## config.mk

```make
export PLATFORM = sky130hd
export DESIGN_NAME = corefifo_rd_ctrl
export DESIGN_NICKNAME = d
export VERILOG_FILES = /design/src/rtl/corefifo_pkg.sv /design/src/rtl/corefifo_grayToBinConv.sv /design/src/rtl/corefifo_rd_ctrl.sv
export SDC_FILE = /design/constraint.sdc
export NUM_CORES = 1
export LEC_CHECK = 0
export BUFFER_PORTS_ARGS = -buffer_cell sky130_fd_sc_hd__buf_4
export CELL_PAD_IN_SITES_DETAIL_PLACEMENT = 0
export CELL_PAD_IN_SITES_GLOBAL_PLACEMENT = 1
export CORE_MARGIN = 2
export CORE_UTILIZATION = 34
export CTS_BUF_LIST = sky130_fd_sc_hd__clkbuf_4 sky130_fd_sc_hd__clkbuf_8
export CTS_CLUSTER_DIAMETER = 30
export DETAILED_ROUTE_END_ITERATION = 10
export GPL_ROUTABILITY_DRIVEN = 1
export PLACE_DENSITY = 0.77
export SLEW_MARGIN = 20
export SYNTH_ARGS = -nofsm -noshare
export SYNTH_HDL_FRONTEND = slang
export SYNTH_SLANG_ARGS = --single-unit
```

## constraint.sdc

```tcl
create_clock -name rclk -period 3.9 [get_ports rclk]
set_clock_uncertainty 0.2 [all_clocks]
set_input_delay 0.585 -clock rclk [delete_from_list [all_inputs] [get_ports rclk]]
set_output_delay 0.585 -clock rclk [all_outputs]
set_load 0.005 [all_outputs]
```

## src/rtl/corefifo_pkg.sv

```systemverilog
// Shared definitions for the CoreFIFO read/write controllers.
// Latency: n/a (constants and pure functions only).
// Backpressure: n/a.
package corefifo_pkg;

  // Synchroniser depth used when the instantiating wrapper does not override it.
  localparam int DEFAULT_SYNC_STAGES = 2;

  // Widest pointer the Gray helper handles; callers truncate to their own width.
  localparam int GRAY_MAX_W = 32;

  // Pointers carry one extra MSB beyond the RAM address so that full and
  // empty can be told apart when the low address bits match.
  function automatic int ptr_width(input int addr_w);
    return addr_w + 1;
  endfunction

  function automatic logic [GRAY_MAX_W-1:0] bin2gray(input logic [GRAY_MAX_W-1:0] b);
    return b ^ (b >> 1);
  endfunction

endpackage

```

## src/rtl/corefifo_grayToBinConv.sv

```systemverilog
// Gray-to-binary pointer converter, purely combinational.
// Latency: 0 cycles.
// Backpressure: none; output follows input.
//
// Ports:
//   gray_i  Gray-coded pointer, ADDRWIDTH+1 bits
//   bin_o   binary equivalent, ADDRWIDTH+1 bits
module corefifo_grayToBinConv #(
  parameter int ADDRWIDTH = 3
) (
  input  logic [ADDRWIDTH:0] gray_i,
  output logic [ADDRWIDTH:0] bin_o
);

  // Binary bit i is the XOR of all Gray bits from i up to the MSB.
  always_comb begin
    bin_o = '0;
    for (int i = 0; i <= ADDRWIDTH; i++) begin
      bin_o[i] = ^(gray_i >> i);
    end
  end

endmodule

```

## src/rtl/corefifo_rd_ctrl.sv

```systemverilog
// Read-side controller of the async CoreFIFO: pointer sync, RAM read sequencing, FWFT output, status flags.
// Latency: write pointer visible after SYNC_STAGES cycles, rdcnt/ram_ren one cycle later, dout_valid one cycle after that.
// Backpressure: dout_valid/dout_ready handshake; RAM fetches stall while dout is held and not accepted.
//
// Ports:
//   rclk, rrst_n        read clock, async active-low reset
//   wptr_gray           Gray write pointer from the write domain (unsynchronised)
//   rptr_gray           registered Gray read pointer to the write domain
//   ram_raddr/ram_ren   dual-port RAM read address / enable
//   ram_rdata           RAM read data, one-cycle latency, held while ram_ren=0
//   dout/dout_valid     FWFT output word and its valid
//   dout_ready          consumer accepts dout this cycle
//   empty               !dout_valid
//   almost_empty        registered (RAM words + output word) <= AEVAL
//   rdcnt               words in RAM not yet fetched into dout
//   underflow           one-cycle pulse after a ready with no valid word
module corefifo_rd_ctrl
  import corefifo_pkg::*;
#(
  parameter int ADDRWIDTH   = 3,
  parameter int WIDTH       = 18,
  parameter int AEVAL       = 1,
  parameter int SYNC_STAGES = DEFAULT_SYNC_STAGES
) (
  input  logic                 rclk,
  input  logic                 rrst_n,
  input  logic [ADDRWIDTH:0]   wptr_gray,
  output logic [ADDRWIDTH:0]   rptr_gray,
  output logic [ADDRWIDTH-1:0] ram_raddr,
  output logic                 ram_ren,
  input  logic [WIDTH-1:0]     ram_rdata,
  output logic [WIDTH-1:0]     dout,
  output logic                 dout_valid,
  input  logic                 dout_ready,
  output logic                 empty,
  output logic                 almost_empty,
  output logic [ADDRWIDTH:0]   rdcnt,
  output logic                 underflow
);

  localparam int PW = ptr_width(ADDRWIDTH);
  // A single flop is not a synchroniser; never go below two stages.
  localparam int SS = (SYNC_STAGES < 2) ? 2 : SYNC_STAGES;
  localparam logic [PW:0] AEVAL_W = (PW+1)'(AEVAL);

  // ---------------------------------------------------------------------------
  // Write-pointer synchroniser
  // ---------------------------------------------------------------------------
  logic [PW-1:0] wsync_gray;
  logic [PW-1:0] wsync_bin;

  for (genvar g = 0; g < SS; g++) begin : g_sync
    (* async_reg = "true" *) logic [PW-1:0] q;
    logic [PW-1:0] d;

    if (g == 0) begin : g_first
      assign d = wptr_gray;
    end else begin : g_rest
      assign d = g_sync[g-1].q;
    end

    always_ff @(posedge rclk or negedge rrst_n) begin
      if (!rrst_n) begin
        q <= '0;
      end else begin
        q <= d;
      end
    end
  end

  assign wsync_gray = g_sync[SS-1].q;

  corefifo_grayToBinConv #(
    .ADDRWIDTH (ADDRWIDTH)
  ) u_wsync_g2b (
    .gray_i (wsync_gray),
    .bin_o  (wsync_bin)
  );

  // ---------------------------------------------------------------------------
  // Read pointer, occupancy and output-stage state
  // ---------------------------------------------------------------------------
  logic [PW-1:0] rptr_bin_q,  rptr_bin_d;
  logic [PW-1:0] rptr_gray_q, rptr_gray_d;
  logic [PW-1:0] rdcnt_q,     rdcnt_d;
  logic          dout_valid_q, dout_valid_d;
  logic          almost_empty_q, almost_empty_d;
  logic          underflow_q,  underflow_d;
  logic          mem_nempty;
  logic          ren_c;
  logic [PW:0]   occ_d;

  assign mem_nempty = (rdcnt_q != '0);
  // Fetch whenever the RAM has a word and the output slot is free or being
  // vacated this cycle; this gives back-to-back reads at full rate.
  assign ren_c = mem_nempty & (~dout_valid_q | dout_ready);

  always_comb begin
    rptr_bin_d  = ren_c ? (rptr_bin_q + PW'(1)) : rptr_bin_q;
    rptr_gray_d = PW'(bin2gray(GRAY_MAX_W'(rptr_bin_d)));

    // Counting against the next read pointer keeps rdcnt consistent with the
    // fetch that is happening now, so the same word is never fetched twice.
    // Modular subtraction absorbs the pointer MSB wrap.
    rdcnt_d = wsync_bin - rptr_bin_d;

    if (ren_c) begin
      dout_valid_d = 1'b1;
    end else if (dout_ready) begin
      dout_valid_d = 1'b0;
    end else begin
      dout_valid_d = dout_valid_q;
    end

    occ_d          = {1'b0, rdcnt_d} + {{PW{1'b0}}, dout_valid_d};
    almost_empty_d = (occ_d <= AEVAL_W);
    underflow_d    = dout_ready & ~dout_valid_q;
  end

  always_ff @(posedge rclk or negedge rrst_n) begin
    if (!rrst_n) begin
      rptr_bin_q     <= '0;
      rptr_gray_q    <= '0;
      rdcnt_q        <= '0;
      dout_valid_q   <= 1'b0;
      almost_empty_q <= 1'b1;
      underflow_q    <= 1'b0;
    end else begin
      rptr_bin_q     <= rptr_bin_d;
      rptr_gray_q    <= rptr_gray_d;
      rdcnt_q        <= rdcnt_d;
      dout_valid_q   <= dout_valid_d;
      almost_empty_q <= almost_empty_d;
      underflow_q    <= underflow_d;
    end
  end

  // ---------------------------------------------------------------------------
  // Outputs
  // ---------------------------------------------------------------------------
  assign rptr_gray    = rptr_gray_q;
  assign ram_raddr    = rptr_bin_q[ADDRWIDTH-1:0];
  assign ram_ren      = ren_c;
  // The RAM holds its read data while not enabled, so it doubles as the
  // output register.
  assign dout         = ram_rdata;
  assign dout_valid   = dout_valid_q;
  assign empty        = ~dout_valid_q;
  assign almost_empty = almost_empty_q;
  assign rdcnt        = rdcnt_q;
  assign underflow    = underflow_q;

endmodule
```

==> results of run 1 <==
logic make-up (layout without fill, tap and decap cells):
kind of cell	count (synthesis)	after routing	share of synthesized area [%]
buf+inv	24	33	14.2
simple gates	29	29	14.9
mux	1	1	0.863
fa+ha+maj	5	5	5.39
compound gates	7	7	7.34
flops	22	22	47.6
xor+xnor	12	12	9.71
cell usage in the layout (no fill, tap or decap), types with 2 or more instances in the layout:
cell type	n
inv_1	5
nor2b_1	2
dfrtp_1	21
nor2_1	8
clkbuf_4	3
xnor2_1	5
or4_1	2
xor2_1	6
buf_4	23
nand2_1	3
nand3_1	2
ha_1	5
power by group through the flow:
stage          combinational, µW  clock [µW]  sequential [µW]
2_1_floorplan                422           0              361
3_3_place_gp                 578           0              360
3_5_place_dp                 598           0              362
4_1_cts                      602         183              357
5_1_grt                      655         188              367
6_report                     595         174              355
worst max-delay path: stages (launching register included):
cell      delay (ns)
dfrtp_1         0.41
or4_4           0.58
and3_4          0.20
or2_1           0.35
xor2_1          0.21
ha_1            0.23
or4_1           0.54
nand4_1         0.11
nand4b_1        0.14
a221oi_2        0.25
layer usage:
| layer | track usage [%] | routed length (µm) | share of wire, % | vias to the layer above |
|---|---|---|---|---|
| li1 | - | - | - | 336 |
| met1 | 13.4 | 801 | 42 | 328 |
| met2 | 15.5 | 900 | 47 | 26 |
| met3 | 4.50 | 147 | 7.7 | 9 |
| met4 | 6.39 | 57 | 3.0 | 0 |
| met5 | 0 | 0 | 0 | - |
worst paths after layout:
check	depth (start not counted)	endpoint	start	slack, ns
worst max-delay path	9	almost_empty$_DFF_PN1_	rdcnt[3]$_DFF_PN0_	0.60
worst min-delay path	1	g_sync[0].q[3]$_DFF_PN0_	wptr_gray[3]	0.16
worst max register to register	9	almost_empty$_DFF_PN1_	rdcnt[3]$_DFF_PN0_	0.60
worst min register to register	0	g_sync[1].q[0]$_DFF_PN0_	g_sync[0].q[0]$_DFF_PN0_	0.16
max in group asynchronous	2	almost_empty$_DFF_PN1_	rrst_n	2.75
min in group asynchronous	2	g_sync[0].q[2]$_DFF_PN0_	rrst_n	0.48
what timing repair did:
action                    in CTS  in global routing
hold endpoints to repair      21                  0
buffers inserted               0                  0
hold buffers                   1                  0
cells in the mapped netlist (2+ instances only):
| library cell | number | area share, % |
|---|---|---|
| inv_1 | 5 | 1.6 |
| nand2_1 | 3 | 0.97 |
| or4_1 | 2 | 1.3 |
| dfrtp_1 | 21 | 45 |
| nor2b_1 | 2 | 1.1 |
| buf_4 | 18 | 12 |
| ha_1 | 5 | 5.4 |
| nor2_1 | 8 | 2.6 |
| xnor2_1 | 5 | 3.8 |
| nand3_1 | 2 | 0.86 |
| xor2_1 | 6 | 4.5 |
stage by stage:
stage               hold slack (ns)  utilization, %
detailed placement            0.137            37.6
finish                        0.162            39.5
floorplan                    0.0894               -
global route                  0.143            39.5
CTS                           0.152            39.5
global placement              0.132            37.6
layout make-up:
| cell class | instances | area, µm² | share of cell area (%) |
|---|---|---|---|
| sequential | 22 | 552 | 42.2 |
| timing repair buffer | 24 | 183 | 14.0 |
| clock buffer | 3 | 22.5 | 1.72 |
| clock inverter | 1 | 30.0 | 2.30 |
| multi-input combinational | 54 | 443 | 33.9 |
| tap | 46 | 57.6 | 4.41 |
| inverter | 5 | 18.8 | 1.44 |
registers in the layout, indices dropped and copies added, names as in the netlist:
| name | cells |
|---|---|
| g_sync.q | 8 |
| rdcnt | 4 |
| rptr_bin_q | 4 |
| rptr_gray | 3 |
| almost_empty | 1 |
| dout_valid | 1 |
| underflow | 1 |
==> out/metrics.yaml, run 1 <==
async_flop_share_pct: 100
final_cell_count_no_fill: 155
dp_hpwl_mm: 1.48
clock-root-buffer: "clkbuf_4"
synthesis.nets: 130
syn_avg_cell_area_um2: 11.6
min_period_ns: 3.30
drt-pass1-iter-count: 2
finalMaxSlewViolations: 0
antenna_cells: 0
power.switching_uw: 427
place_inst: 150
port-buffer-count: 22
fillers: 358
power_uw: 1120
yosysSeqAreaShare_pct: 47.6
clkPwrFrac_pct: 15.5
crit_path_max_fanout: 6
syn_inst: 100
setup_viol: 0
path_clk_slew_ns: 0.12
fp.dieArea_mm2: 0.00389
finalInstanceArea_mm2: 0.00131
synth_seq_cells: 22
drtAntennaViolNets: 0
status: "finished clean"
power.share.sequential_pct: 31.6
initialDrtViolationCount: 3
required_ns: 3.93
fp.dieH_um: 62.4
rsz0062_at_grt: "false"
cts_buffer_depth: 2
totalWireLength_mm: 1.91
start_util_pct: 35.0
viasPerCell: 4.51
die-width_um: 62.4
gr-total-overflow: 0
netlist_area_mm2: 0.00116
power.leakage_uw: 0.000591
h-tree-depth: 1
cp.arrival_ns: 3.33
maxCapViolations: 0
dp_slack_ns: 0.535
area_growth_pct: 12.6
cts_tree: "built"
comb_power_share_pct: 52.9
finalWeightedCongestion: 0.757
synthFlopType: "dfrtp_1"
final_nets: 140
ys_warn_count: 0
setup_tns_ns: 0
grt_max_degree: 23
synth.distinct_cells: 34
clkSinkCount: 22
place_area_mm2: 0.00124
synth_edf_count: 0
finalHoldViolations: 0
swShare_pct: 38.0
fmax_mhz: 303
routedWlPerCell_um: 12.3
boundaryPins: 59
grt_pass1_vias: 688
p_int_uw: 697
ctsResizeCount: 0
peakVddDrop_v: 0.000324
fin_ws_ns: 0.601
fp-row-count: 21
grt_pass1_wl_mm: 3.17
min_period_over_period_pct: 84.6
cts_made_buffers: 3
core_area_mm2: 0.00331
timing_worst_slew_pin_value_ns: 0.418
cp-end-kind: "flip-flop"
startpoint_type: "flip-flop"
clkLatencyLatePin_ns: 0.32
critical_path_class: "flip-flop to flip-flop"
drc: 0
slew_headroom_pct: 72.0
hold_class: "input pin to flip-flop"
power_density_mw_per_mm2: 861
track_usage_pct: 10.7
drive_gt1_share_pct: 33.9
antenna_found_initial: 0
vias: 699
Note: power is estimated with default switching activity, not from simulation.
==> run 2: changes to the inputs <==
--- a/config.mk
+++ b/config.mk
@@ -5,6 +5,7 @@
 export SDC_FILE = /design/constraint.sdc
 export NUM_CORES = 1
 export LEC_CHECK = 0
+export ABC_AREA = 1
 export BUFFER_PORTS_ARGS = -buffer_cell sky130_fd_sc_hd__buf_4
 export CELL_PAD_IN_SITES_DETAIL_PLACEMENT = 0
 export CELL_PAD_IN_SITES_GLOBAL_PLACEMENT = 1
@@ -14,7 +15,7 @@
 export CTS_CLUSTER_DIAMETER = 30
 export DETAILED_ROUTE_END_ITERATION = 10
 export GPL_ROUTABILITY_DRIVEN = 1
-export PLACE_DENSITY = 0.77
+export PLACE_DENSITY = 0.78
 export SLEW_MARGIN = 20
 export SYNTH_ARGS = -nofsm -noshare
 export SYNTH_HDL_FRONTEND = slang
==> constraint.sdc (replaced) <==
create_clock -name rclk -period 3.4 [get_ports rclk]
set_clock_uncertainty 0.2 [all_clocks]
set_input_delay 0.51 -clock rclk [delete_from_list [all_inputs] [get_ports rclk]]
set_output_delay 0.51 -clock rclk [all_outputs]
set_load 0.005 [all_outputs]
==> run 2 against run 1 <==
Effect of this change: hold slack got worse by 0.017 ns; routed wire length rose by 7.9%; critical endpoint unchanged; highest routed layer unchanged; utilization rose by 0.14 points; fmax rose by 38%.
==> out/metrics.yaml, run 2 <==
fp.dieH_um: 65.1  # was 62.4 µm
drtAntennaViolNets: 0  # unchanged
cts_buffer_depth: 2  # unchanged
start_util_pct: 34.9  # was 35.0%
vias: 828  # was 699
crit_buf_inv: 3  # was 0
clkSinkCount: 22  # unchanged
rsz0062_at_grt: "false"  # unchanged
final_cell_count_no_fill: 199  # was 155
required_ns: 3.41  # was 3.93 ns
path_cells: "nor2_4 > nand2_4 > nand2_8 > xor2_1 > inv_1 > ha_1 > inv_1 > ha_1 > ha_1 > inv_1 > nand3_1 > nor2_2"  # was or4_4 > and3_4 > or2_1 > xor2_1 > ha_1 > or4_1 > nand4_1 > nand4b_1 > a221oi_2
crit_family: "adder cells"  # was simple AND/OR/NAND/NOR gates
fillers: 372  # was 358
slew_headroom_pct: 81.4  # was 72.0%
synth_common_cells: "nand2_1, dfrtp_1, inv_1"  # was dfrtp_1, buf_4, nor2_1
hold_class: "input pin to flip-flop"  # unchanged
port-buffer-count: 22  # unchanged
antenna_cells: 0  # unchanged
layout_common_cells: "nand2_1, buf_4, inv_1, dfrtp_1, nand3_1"  # was buf_4, dfrtp_1, nor2_1, xor2_1
synth_edf_count: 0  # unchanged
synth.most_common_cell: "nand2_1"  # was dfrtp_1
die-width_um: 65.1  # was 62.4 µm
path_clk_slew_ns: 0.08  # was 0.12 ns
fp.dieArea_mm2: 0.00423  # was 0.00389 mm²
h-tree-depth: 1  # unchanged
antenna_found_initial: 0  # unchanged
yosys.area.top_type: "dfrtp_1"  # unchanged
min_period_over_period_pct: 70.1  # was 84.6%
cts_tree: "built"  # unchanged
viasPerCell: 4.16  # was 4.51
maxCapViolations: 0  # unchanged
synthFlopType: "dfrtp_1"  # unchanged
fmax_mhz: 419  # was 303 MHz
peakVddDrop_v: 0.000583  # was 0.000324 V
finalWeightedCongestion: 0.792  # was 0.757
clkLatencyLatePin_ns: 0.26  # was 0.32 ns
ys_warn_count: 0  # unchanged
place_inst: 194  # was 150
critical_path_class: "flip-flop to flip-flop"  # unchanged
cp-end-kind: "flip-flop"  # unchanged
synth_seq_cells: 22  # unchanged
power_density_mw_per_mm2: 966  # was 861 mW/mm²
setup_viol: 0  # unchanged
boundaryPins: 59  # unchanged
core_area_mm2: 0.00363  # was 0.00331 mm²
final_common_cell: "nand2_1"  # was buf_4
min_period_ns: 2.38  # was 3.30 ns
track_usage_pct: 11.0  # was 10.7%
startpoint_type: "flip-flop"  # unchanged
routedWlPerCell_um: 10.3  # was 12.3 µm
cts_made_buffers: 3  # unchanged
grt_pass1_vias: 800  # was 688
grt_pass1_wl_mm: 3.52  # was 3.17 mm
synth.distinct_cells: 18  # was 34
dp_hpwl_mm: 1.62  # was 1.48 mm
post_cts_buffers: 0  # unchanged
yosys.area.top_type_share_pct: 41.5  # was 45.3%
yosysSeqAreaShare_pct: 43.5  # was 47.6%
setup_tns_ns: 0  # unchanged
crit_path_max_fanout: 6  # unchanged
synthTopCellsByArea: "dfrtp_1, buf_4, nand2_1, inv_1, nand3_1"  # was dfrtp_1, buf_4, ha_1, xor2_1, xnor2_1
drc: 0  # unchanged
drt-pass1-iter-count: 4  # was 2
fin_util_pct: 39.6  # was 39.5%
largest_reg_flops: 8  # unchanged
initialDrtViolationCount: 18  # was 3
cp_slowest_cell: "dfrtp_1"  # was or4_4
grt_max_degree: 23  # unchanged
gr-total-overflow: 0  # unchanged
power.leakage_uw: 0.000792  # was 0.000591 µW
netlist_area_mm2: 0.00127  # was 0.00116 mm²
clock-root-buffer: "clkbuf_8"  # was clkbuf_4
totalWireLength_mm: 2.06  # was 1.91 mm
finalMaxSlewViolations: 0  # unchanged
async_flop_share_pct: 100  # unchanged
timing_worst_slew_pin_value_ns: 0.279  # was 0.418 ns
status: "finished clean"  # unchanged
syn_avg_cell_area_um2: 8.93  # was 11.6 µm²
slowest_delay_ns: 0.41  # was 0.58 ns
finalHoldViolations: 0  # unchanged
area_growth_pct: 13.5  # was 12.6%
regMostFlops: "g_sync.q"  # unchanged
cp.arrival_ns: 2.39  # was 3.33 ns
syn_inst: 142  # was 100
drive_gt1_share_pct: 30.5  # was 33.9%
final_nets: 182  # was 140
synthesis.nets: 172  # was 130
fp-row-count: 22  # was 21
==> run 2: cell types whose count changed after synthesis, sizes merged, moves of 2 or more <==
cell and change:
nor2b -2, nand2 +41, or4 -3, xor2 -3, and3 -2, nor2 -2
inv +18, xnor2 -3, nand3 +14
==> run 2: logic make-up after synthesis <==
logic type	count (synthesis)	synth area share (%)
and+or+nand+nor	67	29.5
AOI/OAI and AO/OA	1	0.394
buffers and inverters	41	17.5
adders and majority gates	5	4.94
xor gates and xnor gates	6	4.15
DFF	22	43.5
==> run 2: final timing paths <==
path | startpoint | slack, ns | to | cells after the start
worst max-delay path | rdcnt[3]$_DFF_PN0_ | 1.02 | almost_empty$_DFF_PN1_ | 12
max in group asynchronous | rrst_n | 2.26 | almost_empty$_DFF_PN1_ | 2
min in group asynchronous | rrst_n | 0.47 | underflow$_DFF_PN0_ | 2
worst min-delay path | wptr_gray[0] | 0.14 | g_sync[0].q[0]$_DFF_PN0_ | 1
worst max register to register | rdcnt[3]$_DFF_PN0_ | 1.02 | almost_empty$_DFF_PN1_ | 12
worst min register to register | g_sync[0].q[3]$_DFF_PN0_ | 0.15 | g_sync[1].q[3]$_DFF_PN0_ | 0
==> run 2: layout make-up <==
class,instances,area [µm²],area share [%]
Multi-Input combinational cell,79,494,34.3
Clock inverter,1,30.0,2.09
Clock buffer,3,41.3,2.87
Timing Repair Buffer,23,175,12.2
Sequential cell,22,552,38.3
Inverter,23,86.3,6.00
Tap cell,48,60.1,4.17
==> run 2: metal layers <==
metal  vias up  global-route usage [%]  routed length [µm]
li1        428                       -                   -
met1       373                    13.4                 920
met2        19                    17.7                 960
met3         8                    3.30                 144
met4         0                    5.21                  34
met5         -                       0                   0
==> run 2: repair_timing <==
item,CTS,global route
endpoints found under the hold margin,21,0
resized for setup,0,0
hold buffers,1,0
==> run 2: per-stage QoR <==
stage	cell area, µm²	power [µW]	setup slack (ns)	hold slack [ns]
detailed placement	1360	1160	0.822	0.135
finish	1440	1390	1.02	0.145
floorplan	1270	948	1.11	0.0144
global placement	1360	1150	0.923	0.133
CTS	1440	1410	1.00	0.139
global route	1440	1520	0.826	0.129
==> run 2: power by group <==
group	internal, µW	switching (µW)
combinational	325	404
sequential	349	69.4
clock	157	85.7
==> run 3: changes to the inputs <==
--- a/config.mk
+++ b/config.mk
@@ -10,12 +10,12 @@
 export CELL_PAD_IN_SITES_DETAIL_PLACEMENT = 0
 export CELL_PAD_IN_SITES_GLOBAL_PLACEMENT = 1
 export CORE_MARGIN = 2
-export CORE_UTILIZATION = 34
+export CORE_UTILIZATION = 31
 export CTS_BUF_LIST = sky130_fd_sc_hd__clkbuf_4 sky130_fd_sc_hd__clkbuf_8
 export CTS_CLUSTER_DIAMETER = 30
 export DETAILED_ROUTE_END_ITERATION = 10
 export GPL_ROUTABILITY_DRIVEN = 1
-export PLACE_DENSITY = 0.78
+export PLACE_DENSITY = 0.75
 export SLEW_MARGIN = 20
 export SYNTH_ARGS = -nofsm -noshare
 export SYNTH_HDL_FRONTEND = slang
==> constraint.sdc (replaced) <==
create_clock -name rclk -period 2.1 [get_ports rclk]
set_clock_uncertainty 0.2 [all_clocks]
set_input_delay 0.315 -clock rclk [delete_from_list [all_inputs] [get_ports rclk]]
set_output_delay 0.315 -clock rclk [all_outputs]
set_load 0.005 [all_outputs]
==> run 3 against run 2 <==
Effect of this change: non-clock buffer count rose by 28; design area up 23%; utilization is 5.0 points higher; die area is 9.1% higher; sequential share of layout area down 7.2 points; clock-buffer cell count stayed put; routed wire length grew 30%; clock power grew 65%; first-iteration DRC count grew 94%; global-route usage grew 1.0 points; via count is 17% higher.
==> out/metrics.yaml, run 3 (same netlist as run 2, synthesis figures left out) <==
clkLatencyLatePin_ns: 0.27  # was 0.26 ns
h-tree-depth: 1  # unchanged
core_area_mm2: 0.00397  # was 0.00363 mm²
clkPwrFrac_pct: 13.5  # was 17.5%
hp-start: "dout_ready"  # was wptr_gray[0]
timing_worst_slew_pin_value_ns: 0.284  # was 0.279 ns
reg2reg_depth: 12  # unchanged
crit_path_max_fanout: 2  # was 6
regMostFlops: "g_sync.q"  # unchanged
gr-total-overflow: 0  # unchanged
start_util_pct: 31.9  # was 34.9%
routedWlPerCell_um: 11.7  # was 10.3 µm
multi_input_area_um2: 597  # was 494 µm²
fp-row-count: 23  # was 22
die-width_um: 67.9  # was 65.1 µm
track_usage_pct: 12.0  # was 11.0%
boundaryPins: 59  # unchanged
fp.dieH_um: 67.9  # was 65.1 µm
p_int_uw: 1810  # was 831 µW
finalWeightedCongestion: 0.767  # was 0.792
fillers: 377  # was 372
fmax_mhz: 478  # was 419 MHz
fin_util_pct: 44.6  # was 39.6%
dp_slack_ns: -0.0635  # was 0.822 ns
critical_path_class: "flip-flop to flip-flop"  # unchanged
peakVddDrop_v: 0.000773  # was 0.000583 V
power.share.sequential_pct: 22.3  # was 30.1%
setup_viol: 0  # unchanged
cts_tree: "built"  # unchanged
rsz0062_at_grt: "true"  # was false
port-buffer-count: 22  # unchanged
clkSinkCount: 22  # unchanged
cts_made_buffers: 3  # unchanged
cp.arrival_ns: 2.10  # was 2.39 ns
cp_slowest_cell: "dfrtp_1"  # unchanged
layout_common_cells: "buf_4, nand2_1, dfrtp_1, inv_1, nand3_1"  # was nand2_1, buf_4, inv_1, dfrtp_1, nand3_1
finalHoldViolations: 0  # unchanged
crit_family: "adder cells"  # unchanged
min_period_ns: 2.09  # was 2.38 ns
largest_reg_flops: 8  # unchanged
slowest_delay_ns: 0.41  # about the same
clock-root-buffer: "clkbuf_8"  # unchanged
timing.rr.end: "almost_empty$_DFF_PN1_"  # unchanged
power.switching_uw: 1150  # was 559 µW
initialDrtViolationCount: 35  # was 18
path_cells: "nor2_4 > nand2_4 > nand2_8 > xor2_4 > inv_2 > ha_4 > inv_4 > ha_4 > ha_4 > inv_2 > nand3_2 > nor2_2"  # was nor2_4 > nand2_4 > nand2_8 > xor2_1 > inv_1 > ha_1 > inv_1 > ha_1 > ha_1 > inv_1 > nand3_1 > nor2_2
cp-end-kind: "flip-flop"  # unchanged
path_clk_slew_ns: 0.08  # about the same
grt_pass1_wl_mm: 4.00  # was 3.52 mm
drt-pass1-iter-count: 4  # unchanged
seqCellArea_um2: 552  # unchanged
comb_power_share_pct: 64.1  # was 52.4%
maxCapViolations: 0  # unchanged
power.leakage_uw: 0.000931  # was 0.000792 µW
hold_class: "input pin to flip-flop"  # unchanged
startpoint_type: "flip-flop"  # unchanged
slew_headroom_pct: 81.1  # was 81.4%
setup_tns_ns: 0  # unchanged
timing.rr.start: "rdcnt[2]$_DFF_PN0_"  # was rdcnt[3]$_DFF_PN0_
final_nets: 210  # was 182
cts_buffer_depth: 2  # unchanged
holdPathStages: 3  # was 1
drive_gt1_share_pct: 50.3  # was 30.5%
fin_ws_ns: 0.0100  # was 1.02 ns
area_growth_pct: 39.7  # was 13.5%
final_common_cell: "buf_4"  # was nand2_1
power_density_mw_per_mm2: 1670  # was 966 mW/mm²
totalWireLength_mm: 2.68  # was 2.06 mm
finalMaxSlewViolations: 0  # unchanged
viasPerCell: 4.24  # was 4.16
drc: 0  # unchanged
min_period_over_period_pct: 99.5  # was 70.1%
drtAntennaViolNets: 0  # unchanged
fp.dieArea_mm2: 0.00462  # was 0.00423 mm²
status: "finished clean"  # unchanged
required_ns: 2.11  # was 3.41 ns
path_common_cell: "ha_4"
antenna_found_initial: 0  # unchanged
grt_max_degree: 23  # unchanged
reg2reg_slack_ns: 0.01  # was 1.02 ns
crit_buf_inv: 3  # unchanged
swShare_pct: 38.9  # was 40.2%
crit_start: "rdcnt[2]$_DFF_PN0_"  # was rdcnt[3]$_DFF_PN0_
vias: 972  # was 828
antenna_cells: 0  # unchanged
hold_end: "underflow$_DFF_PN0_"  # was g_sync[0].q[0]$_DFF_PN0_
grt_pass1_vias: 911  # was 800
dp_hpwl_mm: 1.79  # was 1.62 mm
[run 3: cell count changes in the layout (fill, tap and decap cells not counted), moves of 2 or more]
| cell | previous run | this run |
|---|---|---|
| nand2_2 | 5 | 10 |
| ha_4 | 0 | 4 |
| buf_4 | 22 | 45 |
| ha_1 | 5 | 1 |
| inv_2 | 2 | 7 |
| dlygate4sd3_1 | 1 | 5 |
| nand3_1 | 15 | 13 |
| nand2_1 | 32 | 27 |
| nand3_2 | 2 | 4 |
| inv_1 | 21 | 15 |
| xor2_1 | 4 | 2 |
[run 3: power by group through the flow]
stage	Combinational (µW)	Clock (µW)	Sequential [µW]
CTS	1730	406	661
global placement	1410	0	668
detailed placement	1430	0	672
finish	1900	400	660
floorplan	891	0	687
global route	2090	430	677
[run 3: cell type report]
type | count | area share, %
sequential | 22 | 31.2
tap | 50 | 3.53
clock buffer | 3 | 2.33
inverter | 23 | 5.02
clock inverter | 1 | 1.70
timing repair buffer | 51 | 22.5
multi-input combinational | 79 | 33.7
[run 3: per-layer routing]
metal | vias to the layer above | track usage (%) | routed length (µm)
li1 | 484 | - | -
met1 | 447 | 13.5 | 1010
met2 | 26 | 20.6 | 1420
met3 | 15 | 2.96 | 160
met4 | 0 | 6.75 | 89
met5 | - | 0 | 0
[run 3: what timing repair did]
item / in CTS / in global routing
hold endpoints to repair: 26 / 0
pin swaps: 11 / 13
resized for setup: 11 / 11
buffers inserted: 10 / 2
setup endpoints to repair: 1 / 1
hold buffers: 5 / 0
[run 3: worst max path at each step]
stage                                   endpoint  slack [ns]  cells past startpoint
final                     almost_empty$_DFF_PN1_        0.01                     12
after global routing      almost_empty$_DFF_PN1_       -0.08                     15
after CTS                 almost_empty$_DFF_PN1_      -0.006                     15
after detailed placement  almost_empty$_DFF_PN1_       -0.06                     13
after global placement    almost_empty$_DFF_PN1_       -0.02                     12
after floorplan           almost_empty$_DFF_PN1_       -0.05                     12
[run 3: metrics by stage]
stage / instance area (µm²) / hold slack [ns] / instances / total power, µW
6_report: 1770 / 0.0993 / 229 / 2960
3_5_place_dp: 1470 / 0.0223 / 208 / 2110
4_1_cts: 1720 / 0.102 / 227 / 2800
3_3_place_gp: 1470 / 0.0160 / 208 / 2070
2_1_floorplan: 1290 / -0.181 / 142 / 1580
5_1_grt: 1770 / 0.115 / 229 / 3200
[run 3: worst register-to-register path: stages, from the launching register on]
cell,delay [ns]
dfrtp_1,0.41
nor2_4,0.14
nand2_4,0.08
nand2_8,0.07
xor2_4,0.16
inv_2,0.07
ha_4,0.28
inv_4,0.04
ha_4,0.16
ha_4,0.23
inv_2,0.04
nand3_2,0.06
nor2_2,0.08
